### src/rtl/mem_stage_dmem_ctrl.sv
// mem_stage_dmem_ctrl: MEM-stage data-memory access controller for the pipelined LC-3b.
// Runs the load/store handshake with data memory, including byte lanes and the
// two-access LDI/STI (pointer read, then data access) sequence.
//
// Ports:
//   clk, reset        - clock, asynchronous active-high reset
//   req_valid, req_op - instruction in MEM and its decoded memory op (held while stall=1)
//   alu_addr          - effective address from EX
//   store_data        - source register value for stores
//   dmem_rdata/resp   - memory read data / access-complete handshake
//   dmem_address/wdata/read/write/byte_enable - memory request
//   mem_data, mem_address - load result and final effective address toward MEM/WB
//   stall             - freeze the pipeline until the access completes
module mem_stage_dmem_ctrl (
    input  logic        clk,
    input  logic        reset,
    input  logic        req_valid,
    input  logic [2:0]  req_op,
    input  logic [15:0] alu_addr,
    input  logic [15:0] store_data,
    input  logic [15:0] dmem_rdata,
    input  logic        dmem_resp,
    output logic [15:0] dmem_address,
    output logic [15:0] dmem_wdata,
    output logic        dmem_read,
    output logic        dmem_write,
    output logic [1:0]  dmem_byte_enable,
    output logic [15:0] mem_data,
    output logic [15:0] mem_address,
    output logic        stall
);

    localparam int unsigned DATA_W = 16;
    localparam int unsigned BYTE_W = 8;

    localparam logic [2:0] OP_LDW = 3'b001;
    localparam logic [2:0] OP_LDB = 3'b010;
    localparam logic [2:0] OP_STW = 3'b011;
    localparam logic [2:0] OP_STB = 3'b100;
    localparam logic [2:0] OP_LDI = 3'b101;
    localparam logic [2:0] OP_STI = 3'b110;

    typedef enum logic [1:0] {
        IDLE = 2'b00,
        IND  = 2'b01,
        ACC  = 2'b10
    } state_e;

    state_e            state_q, state_d;
    logic [DATA_W-1:0] target_q, target_d;

    logic op_mem, op_ind, op_load, op_store, op_byte;

    // Op decode; req_op is stable for the whole access, so it is used directly
    always_comb begin
        op_ind   = (req_op == OP_LDI) || (req_op == OP_STI);
        op_load  = (req_op == OP_LDW) || (req_op == OP_LDB) || (req_op == OP_LDI);
        op_store = (req_op == OP_STW) || (req_op == OP_STB) || (req_op == OP_STI);
        op_byte  = (req_op == OP_LDB) || (req_op == OP_STB);
        op_mem   = req_valid && (op_load || op_store);
    end

    // State and latched target address
    always_ff @(posedge clk or posedge reset) begin
        if (reset) begin
            state_q  <= IDLE;
            target_q <= '0;
        end else begin
            state_q  <= state_d;
            target_q <= target_d;
        end
    end

    // Next state and combinational outputs
    always_comb begin
        state_d          = state_q;
        target_d         = target_q;
        dmem_address     = '0;
        dmem_wdata       = '0;
        dmem_read        = 1'b0;
        dmem_write       = 1'b0;
        dmem_byte_enable = 2'b00;
        mem_data         = '0;
        mem_address      = alu_addr;
        stall            = 1'b0;

        case (state_q)
            IDLE: begin
                if (op_mem) begin
                    stall = 1'b1;
                    if (op_ind) begin
                        state_d = IND;
                    end else begin
                        state_d  = ACC;
                        target_d = alu_addr;
                    end
                end
            end

            // Pointer fetch for LDI/STI: always a word read
            IND: begin
                dmem_read        = 1'b1;
                dmem_address     = {alu_addr[DATA_W-1:1], 1'b0};
                dmem_byte_enable = 2'b11;
                stall            = 1'b1;
                if (dmem_resp) begin
                    target_d = dmem_rdata;
                    state_d  = ACC;
                end
            end

            ACC: begin
                dmem_read   = op_load;
                dmem_write  = op_store;
                stall       = ~dmem_resp;
                mem_address = target_q;
                if (op_byte) begin
                    dmem_address     = target_q;
                    dmem_byte_enable = target_q[0] ? 2'b10 : 2'b01;
                    dmem_wdata       = {store_data[BYTE_W-1:0], store_data[BYTE_W-1:0]};
                end else begin
                    // Misaligned word accesses silently drop bit 0
                    dmem_address     = {target_q[DATA_W-1:1], 1'b0};
                    dmem_byte_enable = 2'b11;
                    dmem_wdata       = store_data;
                end
                if (op_load) begin
                    if (!op_byte) begin
                        mem_data = dmem_rdata;
                    end else if (target_q[0]) begin
                        mem_data = {{BYTE_W{dmem_rdata[DATA_W-1]}}, dmem_rdata[DATA_W-1:BYTE_W]};
                    end else begin
                        mem_data = {{BYTE_W{dmem_rdata[BYTE_W-1]}}, dmem_rdata[BYTE_W-1:0]};
                    end
                end
                if (dmem_resp) begin
                    state_d = IDLE;
                end
            end

            default: begin
                state_d = IDLE;
            end
        endcase

        // Reset forces every output quiet immediately, abandoning any access
        if (reset) begin
            dmem_address     = '0;
            dmem_wdata       = '0;
            dmem_read        = 1'b0;
            dmem_write       = 1'b0;
            dmem_byte_enable = 2'b00;
            mem_data         = '0;
            mem_address      = '0;
            stall            = 1'b0;
        end
    end

endmodule

### config.mk
export PLATFORM = sky130hd
export DESIGN_NAME = mem_stage_dmem_ctrl
export DESIGN_NICKNAME = d
export VERILOG_FILES = /design/src/rtl/mem_stage_dmem_ctrl.sv
export SDC_FILE = /design/constraint.sdc
export NUM_CORES = 1
export LEC_CHECK = 0
export ABC_AREA = 1
export BUFFER_PORTS_ARGS = -buffer_cell sky130_fd_sc_hd__buf_2
export CORE_ASPECT_RATIO = 0.8
export CORE_MARGIN = 3
export CORE_UTILIZATION = 45
export DETAILED_ROUTE_END_ITERATION = 8
export PLACE_DENSITY = 0.82
export SYNTH_ARGS = -nofsm -noshare
export SYNTH_HDL_FRONTEND = slang
export SYNTH_SLANG_ARGS = --single-unit
### constraint.sdc
create_clock -name clk -period 3.8 [get_ports clk]
set_input_delay 0.57 -clock clk [delete_from_list [all_inputs] [get_ports clk]]
set_output_delay 0.57 -clock clk [all_outputs]
set_load 0.02 [all_outputs]
**Yosys cells after proc, flatten, opt, wreduce, memory -nomap -nowiden**

Cells that the tools add are included.
Widths: inputs -> output; s select.

- Bitwise gates (word level): 1
- Muxes and demuxes: 33
- Reduce and logical (&&, ||, !) cells: 12
- Eq/ne operators: 12

Operator list:

| cell | number |
|---|---|
| $mux 16 | 14 |
| $pmux 16 s2 | 2 |
| $mux 2 | 7 |
| $eq 3x3->1 const B | 3 |
| $ne 2x2->1 const B | 4 |
| $logic_or 1x1->1 | 7 |
| $eq 3x2->1 const B | 2 |
| $mux 1 | 6 |
| $pmux 2 s3 | 1 |
| $pmux 2 s2 | 1 |
| $reduce_and 4->1 | 1 |
| $eq 3x1->1 const B | 1 |
| $pmux 1 s3 | 1 |
| $reduce_and 3->1 | 1 |
| $eq 2x1->1 const B | 1 |
| $eq 2x2->1 const B | 1 |
| $logic_not 2->1 | 1 |
| $pmux 1 s2 | 1 |
| $reduce_bool 2->1 | 1 |
| $logic_and 1x1->1 | 1 |
| $not 1->1 | 1 |

- Output and inout port bits: 69
- Register bits after elaboration: 18
- Word-level logic and storage cells: 60
- Bits of input ports: 55

**Depth between registers and ports, before layout**

Gate-level depths: netlist (run 1).

- Word-level depth: 8
- Depth in mapped cells: 10

**Least setup slack after synthesis (run 1)**

No wires, ideal clock.

- Path kind: register -> output
- Start point: register state_q[0]
- End point: output port mem_address[10]
- Path buffers: 2
- Stages on the path, launching flop included: 8
- Data arrival time: 1711 ps
- Path slack: 1519 ps
- Cells stage by stage: dfrtp_1 -> inv_1 -> ha_1 -> inv_1 -> buf_2 -> buf_2 -> nor2_1 -> a211oi_1

- Longest elaborated chain between the ends: 3

Ends and longest elaborated chain:

| what | line | text |
|---|---|---|
| start, declared | 49 | `state_e state_q, state_d;` |
| start signal, assigned | 69 | `state_q <= state_d;` |
| $eq 2x2->1 | 87 | `case (state_q)` |
| $mux 16 | 87 |  |
| $mux 16 | 147 | `if (reset) begin` |
| end, declared | 29 | `output logic [15:0] mem_address,` |

Every way passes these cells.

**Final worst setup path (run 1)**

- Start point: register state_q[1]
- End point: output port dmem_address[2]

- Longest elaborated chain between the ends: 3
- Elaborated cells between the ends (all ways): 4
- Those cells by class: eq/ne (2); mux (2)

Ends and longest elaborated chain:

| what | line | text |
|---|---|---|
| $eq 2x2->1 or $eq 2x1->1 (tied branches) | 87 |  |
| $pmux 16 s2 (*) | 87 |  |
| $mux 16 (*) | 147 |  |
| end, declared | 23 | `output logic [15:0] dmem_address,` |

Mark *: on every way between the ends. The rest lies on a longest branch, timed or not.

==> summary.txt, run 1 <==
Outcome
  – Status: finished, final reports clean

Yosys
  – Synth top area share: 22.4%
  – Main area contributors after synthesis: dfrtp_1, o21ai_0, nand2_1
  – EDFF count, synth: 0
  – Largest area contributor in the netlist: dfrtp_1
  – Post-Syn Area per Cell: 6.04 um2
  – Main synth FF type: dfrtp_1
  – Synthesized area: 0.00201 mm2
  – Mapped Cells: 333
  – Top cells by count, synth: nand2_1, o21ai_0, nor2_1
  – Count leader, synth: nand2_1
  – Sequential fraction of the synthesis area: 22.4%
  – Synth cell types: 29
  – Yosys reg bits: 18
  – Ys async rst share: 100%
  – Synth warnings: 0
  – Post-Syn Nets: just under 400

Critical path
  – RR Startpoint: state_q[1]
  – Critical-path maximum fanout: 18
  – Worst r2r dst: target_q[2]
  – Worst Path Required: 3.23 ns
  – Crit path launch type: flip-flop
  – Crit Path Class: reg -> out
  – R2R setup slack: 1.73 ns
  – R2R cell count: 7
  – Crit path DAT: 2.42 ns
  – CP endpoint kind: output pin

STA
  – Final worst path period share: between 70% and 80%
  – RSZ-0062 raised after global routing: no
  – Relative slew slack: 49.2%
  – Least-Margin Pin Slew: 0.759 ns
  – FMAX: about 330 MHz
  – Final Hold Vio Count: 0
  – Setup TNS: 0 ns
  – Final Critical Period: around 3.0 ns
  – Final setup fails: 0
  – Clk_skew: 0.000876 ns
  – Max-slew violations: 0

Layout
  – Number of antenna diodes: 0
  – Layout cells sized above 1: between 30% and 40%
  – Fillcell total: 443
  – Register area: 450 um2
  – Final #Nets: 504
  – P&R area growth vs syn: 32.4%
  – Multi-input gate area: 0.00129 mm2

Global routing
  – Global-route wire length before repair: 11.0 mm
  – Initial antenna violation count: 0
  – Total congestion overflow: 0
  – Vias in the first global route: 2,433
  – Largest net degree at the start of global routing: 29
  – GRT Overall Usage: 25.8%

Job
  – # Max-Cap Violations: 0

Clock network
  – CTS Hold Bufs: 0
  – H-Tree Depth: 1
  – Postcts setup bufs: 0
  – Num CTS Buffers: 3
  – Clk_lat worst skew: 0.26 ns
  – Clock tree from TritonCTS: built
  – Post-CTS resize count: 0
  – Clock slew at reported path FFs: 0.07 ns
  – CTS Root Buffer Type: clkbuf_8
  – CTS max path bufs: 2
  – Clk sinks: 18

Route
  – First-pass DRT Iterations: 5
  – Number of routed nets with antenna violations: 0
  – Post-Route WL: roughly 6.9 mm
  – Wire per inst: 13.8 um
  – # DRC: 0
  – Vias per cell: 5.40
  – DR vias: 2,704
  – DRT iter0 DRCs: 182

Die
  – I/O Pins: about 120
  – Die area: 0.00531 mm2
  – Die height: 65.8 um
  – Core Area: 0.00426 mm2
  – Starting Density: 47.3%
  – Row count: 21
  – Die X: 80.8 um

Worst hold path
  – Worst Hold Class: in -> async

Pwr
  – Pwr/cell area: 664 mW/mm2
  – Overall Power: 1.77 mW
  – Static leakage: between 1.5 and 2 nW
  – Maximum resistive drop on vdd: roughly 0.49 mV

Placed design
  – Hpwl dp: around 5.2 mm
  – RePlAce Congestion: 0.860
  – I/O Buffers: about 120
-- worst max-delay path: stages, from the launching register on --
cell     delay [ns]
dfrtp_1        0.41
inv_1          0.08
ha_1           0.28
inv_1          0.06
nor2_4         0.33
nand2_1        0.48
o21ai_0        0.31
buf_2          0.20
-- state kept, by name, indices dropped and copies added, names as in the netlist --
signal / flops
target_q: 16
state_q: 2
-- layer usage --
layer  track usage (%)  share of wire [%]  up-vias  routed length [um]
li1                  -                  -     1336                   -
met5                 0                  0        -                   0
met4              4.64               0.82        0                  57
met3              4.77                9.0       13                 627
met1              34.1                 43     1212                2970
met2              44.2                 47      143                3280
-- cells by family (layout without fill, tap and decap cells) --
| kind of cell | after synthesis | count (layout) | share of synthesized area [%] |
|---|---|---|---|
| AOI/OAI and AO/OA | 89 | 89 | 24.7 |
| adders and majority gates | 4 | 4 | 2.49 |
| buffers and inverters | 60 | 171 | 13.4 |
| DFF | 18 | 18 | 22.4 |
| and+or+nand+nor | 162 | 162 | 37.0 |
-- cell type report --
| type | instances | share of cell area, % |
|---|---|---|
| inverters | 40 | 5.64 |
| well taps | 57 | 2.68 |
| clock buffers | 4 | 2.07 |
| repair buffers | 127 | 24.2 |
| flip-flops and latches | 18 | 16.9 |
| multi-input cells | 255 | 48.5 |
-- where the power goes --
part           internal [mW]  leakage [nW]  switching (mW)
clock network         0.0923        0.0288          0.0695
registers              0.290         0.223          0.0809
logic                  0.375          1.29           0.862
total                  0.757          1.54            1.01
-- cells in the final DEF (no fill, tap or decap), drive strengths merged --
cell type,Yosys,layout
or2,1,1
a31oi,1,1
nand4,18,18
nand2,67,67
clkbuf,7,4
o22ai,1,1
buf,13,127
dfrtp,18,18
nand3,23,23
inv,40,40
a211oi,14,14
o21ai,61,61
a21oi,11,11
nor2,53,53
a21boi,1,1
ha,4,4
-- how the worst max path moves through the flow --
stage	endpoint	slack [ns]	cells past startpoint	start
floorplan	mem_address[10]	1.52	7	state_q[0]
CTS	dmem_address[2]	0.83	7	state_q[1]
global route	dmem_address[2]	0.63	7	state_q[1]
global placement	dmem_address[15]	1.13	5	reset
finish	dmem_address[2]	0.81	7	state_q[1]
detailed placement	dmem_address[2]	1.01	5	reset
-- per-stage QoR --
step | cells | worst slack (ns) | cell area (um2) | utilization [%] | hold WS, ns
after floorplan | 333 | 1.52 | 2010 | - | 0.442
after global placement | 497 | 1.13 | 2610 | 61.3 | 0.463
after detailed placement | 497 | 1.01 | 2610 | 61.3 | 0.468
after CTS | 501 | 0.827 | 2660 | 62.6 | 0.444
after global routing | 501 | 0.627 | 2660 | 62.6 | 0.478
final | 501 | 0.815 | 2660 | 62.6 | 0.457
No activity file was read; power rests on OpenSTA's default activity.
==> run 2, diff against run 1 <==
--- a/config.mk
+++ b/config.mk
@@ -9,9 +9,9 @@
 export BUFFER_PORTS_ARGS = -buffer_cell sky130_fd_sc_hd__buf_2
 export CORE_ASPECT_RATIO = 0.8
 export CORE_MARGIN = 3
-export CORE_UTILIZATION = 45
+export CORE_UTILIZATION = 40
 export DETAILED_ROUTE_END_ITERATION = 8
-export PLACE_DENSITY = 0.82
+export PLACE_DENSITY = 0.77
 export SYNTH_ARGS = -nofsm -noshare
 export SYNTH_HDL_FRONTEND = slang
 export SYNTH_SLANG_ARGS = --single-unit
==> constraint.sdc (replaced) <==
create_clock -name clk -period 2.61 [get_ports clk]
set_input_delay 0.3915 -clock clk [delete_from_list [all_inputs] [get_ports clk]]
set_output_delay 0.3915 -clock clk [all_outputs]
set_load 0.02 [all_outputs]
==> run 2 against run 1 <==
Effect of this change: cell area is 1.3% higher; sequential power up 45%; largest power group unchanged; non-clock buffer count up 4.
==> summary.txt, run 2 (same netlist as run 1, synthesis figures left out) <==
Placed design
  – Pre-CTS setup slack: 0.451 ns
  – Dpl cells: 504
  – RePlAce Congestion: 0.860
  – I/O Buffers: 123
  – Hpwl dp: 5.57 mm

Global routing
  – Largest net degree at the start of global routing: 29
  – Total congestion overflow: 0
  – Global-route wire length before repair: 11.6 mm
  – Initial antenna violation count: 0
  – Vias in the first global route: 2,401
  – GRT Overall Usage: 23.8%

Critical path
  – CP endpoint kind: output pin
  – Worst r2r dst: target_q[7]
  – R2R setup slack: 0.74 ns
  – Critical-path maximum fanout: 18
  – Worst Path Required: 2.22 ns
  – Critical Path Source: state_q[0]
  – Crit path launch type: flip-flop
  – RR Startpoint: state_q[1]
  – Crit path DAT: 2.03 ns
  – CP Capture Point: dmem_address[11]
  – Crit Path Class: reg -> out
  – R2R cell count: 7

Layout
  – Non-Filler Instances: 508
  – Final #Nets: around 510
  – Largest regs: target_q (16), state_q (2)
  – Number of antenna diodes: 0
  – Most frequent cells in the layout: buf_2, nand2_1, o21ai_0
  – Commonest non-fill, non-tap cell in the layout: buf_2
  – Layout cells sized above 1: ~34%
  – Largest register FFs: 16
  – Fillcell total: ~480
  – Final Core Density: a little under three fifths
  – P&R area growth vs syn: 34.1%
  – Top reg by flops: target_q

Route
  – Wire per inst: 14.3 um
  – # DRC: 0
  – DR vias: between 2,000 and 3,000
  – DRT iter0 DRCs: 204
  – First-pass DRT Iterations: 4
  – Vias per cell: 5.33
  – Post-Route WL: 7.26 mm
  – Number of routed nets with antenna violations: 0

Pwr
  – Pwr/cell area: 968 mW/mm2
  – Static leakage: roughly 1.6 nW
  – Maximum resistive drop on vdd: 0.461 mV

STA
  – FMAX: 413 MHz
  – Max-slew violations: 0
  – Clk_skew: about 0.0046 ns
  – Final Critical Period: 2.42 ns
  – Final Hold Vio Count: 0
  – RSZ-0062 raised after global routing: no
  – Final setup fails: 0
  – Final worst path period share: 92.8%
  – Setup TNS: 0 ns
  – Hold Slack: 0.305 ns
  – Relative slew slack: 59.7%
  – Fin worst setup slack: around 0.19 ns
  – Least-Margin Pin Slew: 0.603 ns

Clock network
  – Num CTS Buffers: 3
  – CTS Root Buffer Type: clkbuf_8
  – Clock slew at reported path FFs: 0.07 ns
  – Clk_lat worst skew: 0.26 ns
  – Clk sinks: 18
  – CTS Hold Bufs: 0
  – Postcts setup bufs: 0
  – CTS max path bufs: 2
  – Clock tree from TritonCTS: built
  – Post-CTS resize count: 0
  – H-Tree Depth: 1

Outcome
  – Status: finished, final reports clean

Die
  – Die area: 0.00592 mm2
  – Die height: roughly 69 um
  – Starting Density: 42.7%
  – Core Area: 0.00471 mm2
  – Row count: 22
  – I/O Pins: 124
  – Die X: 85.3 um

Worst hold path
  – Worst Hold Class: in -> async

Job
  – # Max-Cap Violations: 0
## run 2: cell count changes in the layout (fill, tap and decap cells not counted), sizes merged
cell,delta
buf,+4
## run 2: final cells by class
type | count | area (um2) | share of cell area (%)
Multi-Input combinational cell | 255 | 1290 | 47.9
Timing Repair Buffer | 131 | 676 | 25.0
Sequential cell | 18 | 450 | 16.7
Inverter | 40 | 150 | 5.57
Tap cell | 60 | 75.1 | 2.78
Clock buffer | 4 | 55.1 | 2.04
## run 2: how the worst min path moves through the flow
stage	start	end	slack, ns	depth (start not counted)
final	reset	target_q[4]	0.30	2
after global routing	reset	target_q[4]	0.33	2
after CTS	reset	target_q[4]	0.29	2
after detailed placement	target_q[15]	target_q[15]	0.47	2
after global placement	target_q[15]	target_q[15]	0.47	2
after floorplan	target_q[15]	target_q[15]	0.44	2
## run 2: per-layer routing
layer	wire length, um	vias up	GRT usage, %	part of all wire [%]
li1	-	1339	-	-
met1	3230	1222	33.5	44
met2	3280	142	38.5	45
met3	690	6	4.63	9.5
met4	59	0	3.51	0.81
met5	0	-	0	0
## run 2: per-stage QoR
stage | power [mW] | instance area [um2]
4_1_cts | 2.60 | 2700
3_3_place_gp | 2.33 | 2640
5_1_grt | 2.84 | 2700
3_5_place_dp | 2.37 | 2640
6_report | 2.61 | 2700
2_1_floorplan | 1.89 | 2010
## run 2: worst max-delay path: stages (launching register included)
cell and delay [ns]:
dfrtp_1 0.40, inv_1 0.08, ha_1 0.28, inv_1 0.06
nor2_4 0.08, nand2_1 0.37, o21ai_0 0.31, buf_2 0.20
## run 2: power breakdown
part | leakage, nW | switching [mW] | internal (mW)
Clock | 0.0288 | 0.0963 | 0.134
Combinational | 1.31 | 1.26 | 0.577
Sequential | 0.223 | 0.117 | 0.422
==> run 3, diff against run 2 <==
--- a/config.mk
+++ b/config.mk
@@ -11,6 +11,7 @@
 export CORE_MARGIN = 3
 export CORE_UTILIZATION = 40
 export DETAILED_ROUTE_END_ITERATION = 8
+export GPL_TIMING_DRIVEN = 0
 export PLACE_DENSITY = 0.77
 export SYNTH_ARGS = -nofsm -noshare
 export SYNTH_HDL_FRONTEND = slang
==> run 3 against run 2 <==
Effect of this change: maximum frequency decreased by 2.3%; final cell count increased by 2.4%; clock-buffer cell count unchanged; non-clock buffer count increased by 12; sequential cell count unchanged; first-iteration DRC count increased by 2.9%; hold slack improved by 0.058 ns.
==> summary.txt, run 3 (same netlist as run 1, synthesis figures left out) <==
Outcome
  – Status: finished, final reports clean

Clock network
  – Clock slew at reported path FFs: 0.08 ns
  – Clk_lat worst skew: 0.26 ns
  – Clk sinks: 18
  – H-Tree Depth: 1
  – Num CTS Buffers: 3
  – CTS Root Buffer Type: clkbuf_8
  – CTS max path bufs: 2
  – Clock tree from TritonCTS: built

Critical path
  – Crit Path Class: reg -> out
  – Crit path largest cell delay: roughly 0.42 ns
  – Cell family with most CP delay: buffers and inverters
  – Crit path cell chain: inv_1, ha_2, inv_1, clkbuf_4, clkbuf_2, a211oi_1, buf_2
  – Crit path buf inv count: 5
  – CP most frequent cell: inv_1
  – Crit path DAT: 2.09 ns
  – Worst path slowest cell: dfrtp_1
  – CP endpoint kind: output pin
  – Critical-path maximum fanout: 10
  – Crit path launch type: flip-flop
  – Worst Path Required: 2.22 ns

Pwr
  – Maximum resistive drop on vdd: 0.517 mV
  – Static leakage: 1.60 nW
  – Pwr/cell area: 996 mW/mm2
  – Overall Power: between 2 and 3 mW

Layout
  – Final #Nets: 520
  – Top reg by flops: target_q
  – Layout cells sized above 1: 35.2%
  – Number of antenna diodes: 0
  – Post-route cell area: between 0.002 and 0.003 mm2
  – Non-Filler Instances: 520
  – Largest register FFs: 16
  – Most frequent cells in the layout: buf_2, nand2_1, o21ai_0
  – Fillcell total: a little under 500
  – Largest regs: target_q (16), state_q (2)
  – Register area: 450 um2
  – Commonest non-fill, non-tap cell in the layout: buf_2
  – P&R area growth vs syn: 37.8%
  – Multi-input gate area: 0.00130 mm2

STA
  – Final worst path period share: 95.0%
  – Setup TNS: 0 ns
  – Final Critical Period: 2.48 ns
  – Clk_skew: between 0.004 and 0.005 ns
  – Least-Margin Pin Slew: between 0.7 and 0.8 ns
  – FMAX: ~400 MHz
  – Max-slew violations: 0
  – Final Hold Vio Count: 0
  – Final setup fails: 0
  – Relative slew slack: between 40% and 50%
  – RSZ-0062 raised after global routing: no

Global routing
  – Total congestion overflow: 0
  – Initial antenna violation count: 0
  – Vias in the first global route: roughly 2,600
  – GRT Overall Usage: about a quarter
  – Largest net degree at the start of global routing: 21
  – Global-route wire length before repair: 12.6 mm

Die
  – Die X: 85.3 um
  – Die area: 0.00592 mm2
  – Die height: 69.4 um
  – Row count: 22
  – I/O Pins: 124
  – Core Area: about 0.0047 mm2
  – Starting Density: 42.7%

Placed design
  – Dpl cells: 515
  – RePlAce Congestion: slightly below 0.9
  – I/O Buffers: 122
  – Hpwl dp: about 6.0 mm
  – Placed Area: 0.00270 mm2

Route
  – Vias per cell: 5.35
  – Number of routed nets with antenna violations: 0
  – Wire per inst: 15.0 um
  – Post-Route WL: 7.80 mm
  – DRT iter0 DRCs: 210
  – DR vias: 2,780
  – First-pass DRT Iterations: 6
  – # DRC: 0

Worst hold path
  – Worst Hold Class: in -> async

Job
  – # Max-Cap Violations: 0
[run 3: cell types whose count changed in the layout (fill, tap and decap cells not counted), sizes merged]
cell,delta
clkbuf,+9
buf,+3
[run 3: final cells by class]
type                            instances  share of cell area (%)
Multi-Input combinational cell        255                    46.8
Timing Repair Buffer                  123                    22.3
Inverter                               40                    5.42
Sequential cell                        18                    16.2
Buffer                                 20                    4.60
Tap cell                               60                    2.71
Clock buffer                            4                    1.99
[run 3: final timing paths]
path	startpoint	to	slack (ns)	cells after the start
setup / recovery	state_q[0]	mem_address[13]	0.13	7
hold / removal	reset	target_q[9]	0.36	2
hold reg to reg	target_q[12]	target_q[12]	0.50	2
max in group asynchronous	reset	state_q[1]	1.75	2
setup reg to reg	state_q[1]	target_q[5]	0.79	8
min in group clk	target_q[12]	target_q[12]	0.50	2
[run 3: report_power, final]
group	internal, mW	switching (mW)	leakage [nW]	total, mW
Sequential	0.422	0.118	0.223	0.540
Combinational	0.649	1.33	1.34	1.98
Clock	0.134	0.105	0.0288	0.239
Total	1.21	1.56	1.60	2.76
[run 3: per-layer routing]
| metal | vias up | global-route usage, % | routed length [um] |
|---|---|---|---|
| met5 | - | 0 | 0 |
| met2 | 159 | 40.9 | 3520 |
| li1 | 1367 | - | - |
| met4 | 0 | 5.80 | 145 |
| met3 | 18 | 6.18 | 816 |
| met1 | 1236 | 35.3 | 3310 |
[run 3: metrics by stage]
| stage | util (%) | worst slack [ns] | hold slack (ns) |
|---|---|---|---|
| after floorplan | - | 0.507 | 0.442 |
| after global placement | 57.3 | 0.337 | 0.460 |
| after detailed placement | 57.3 | 0.292 | 0.484 |
| after CTS | 58.5 | 0.00854 | 0.383 |
| after global routing | 58.9 | 0.00287 | 0.442 |
| final | 58.9 | 0.132 | 0.363 |
[run 3: what timing repair did]
item	CTS	global route
resized for setup	0	8
setup endpoints to repair	0	36
buffers inserted	0	1
hold buffers	0	0
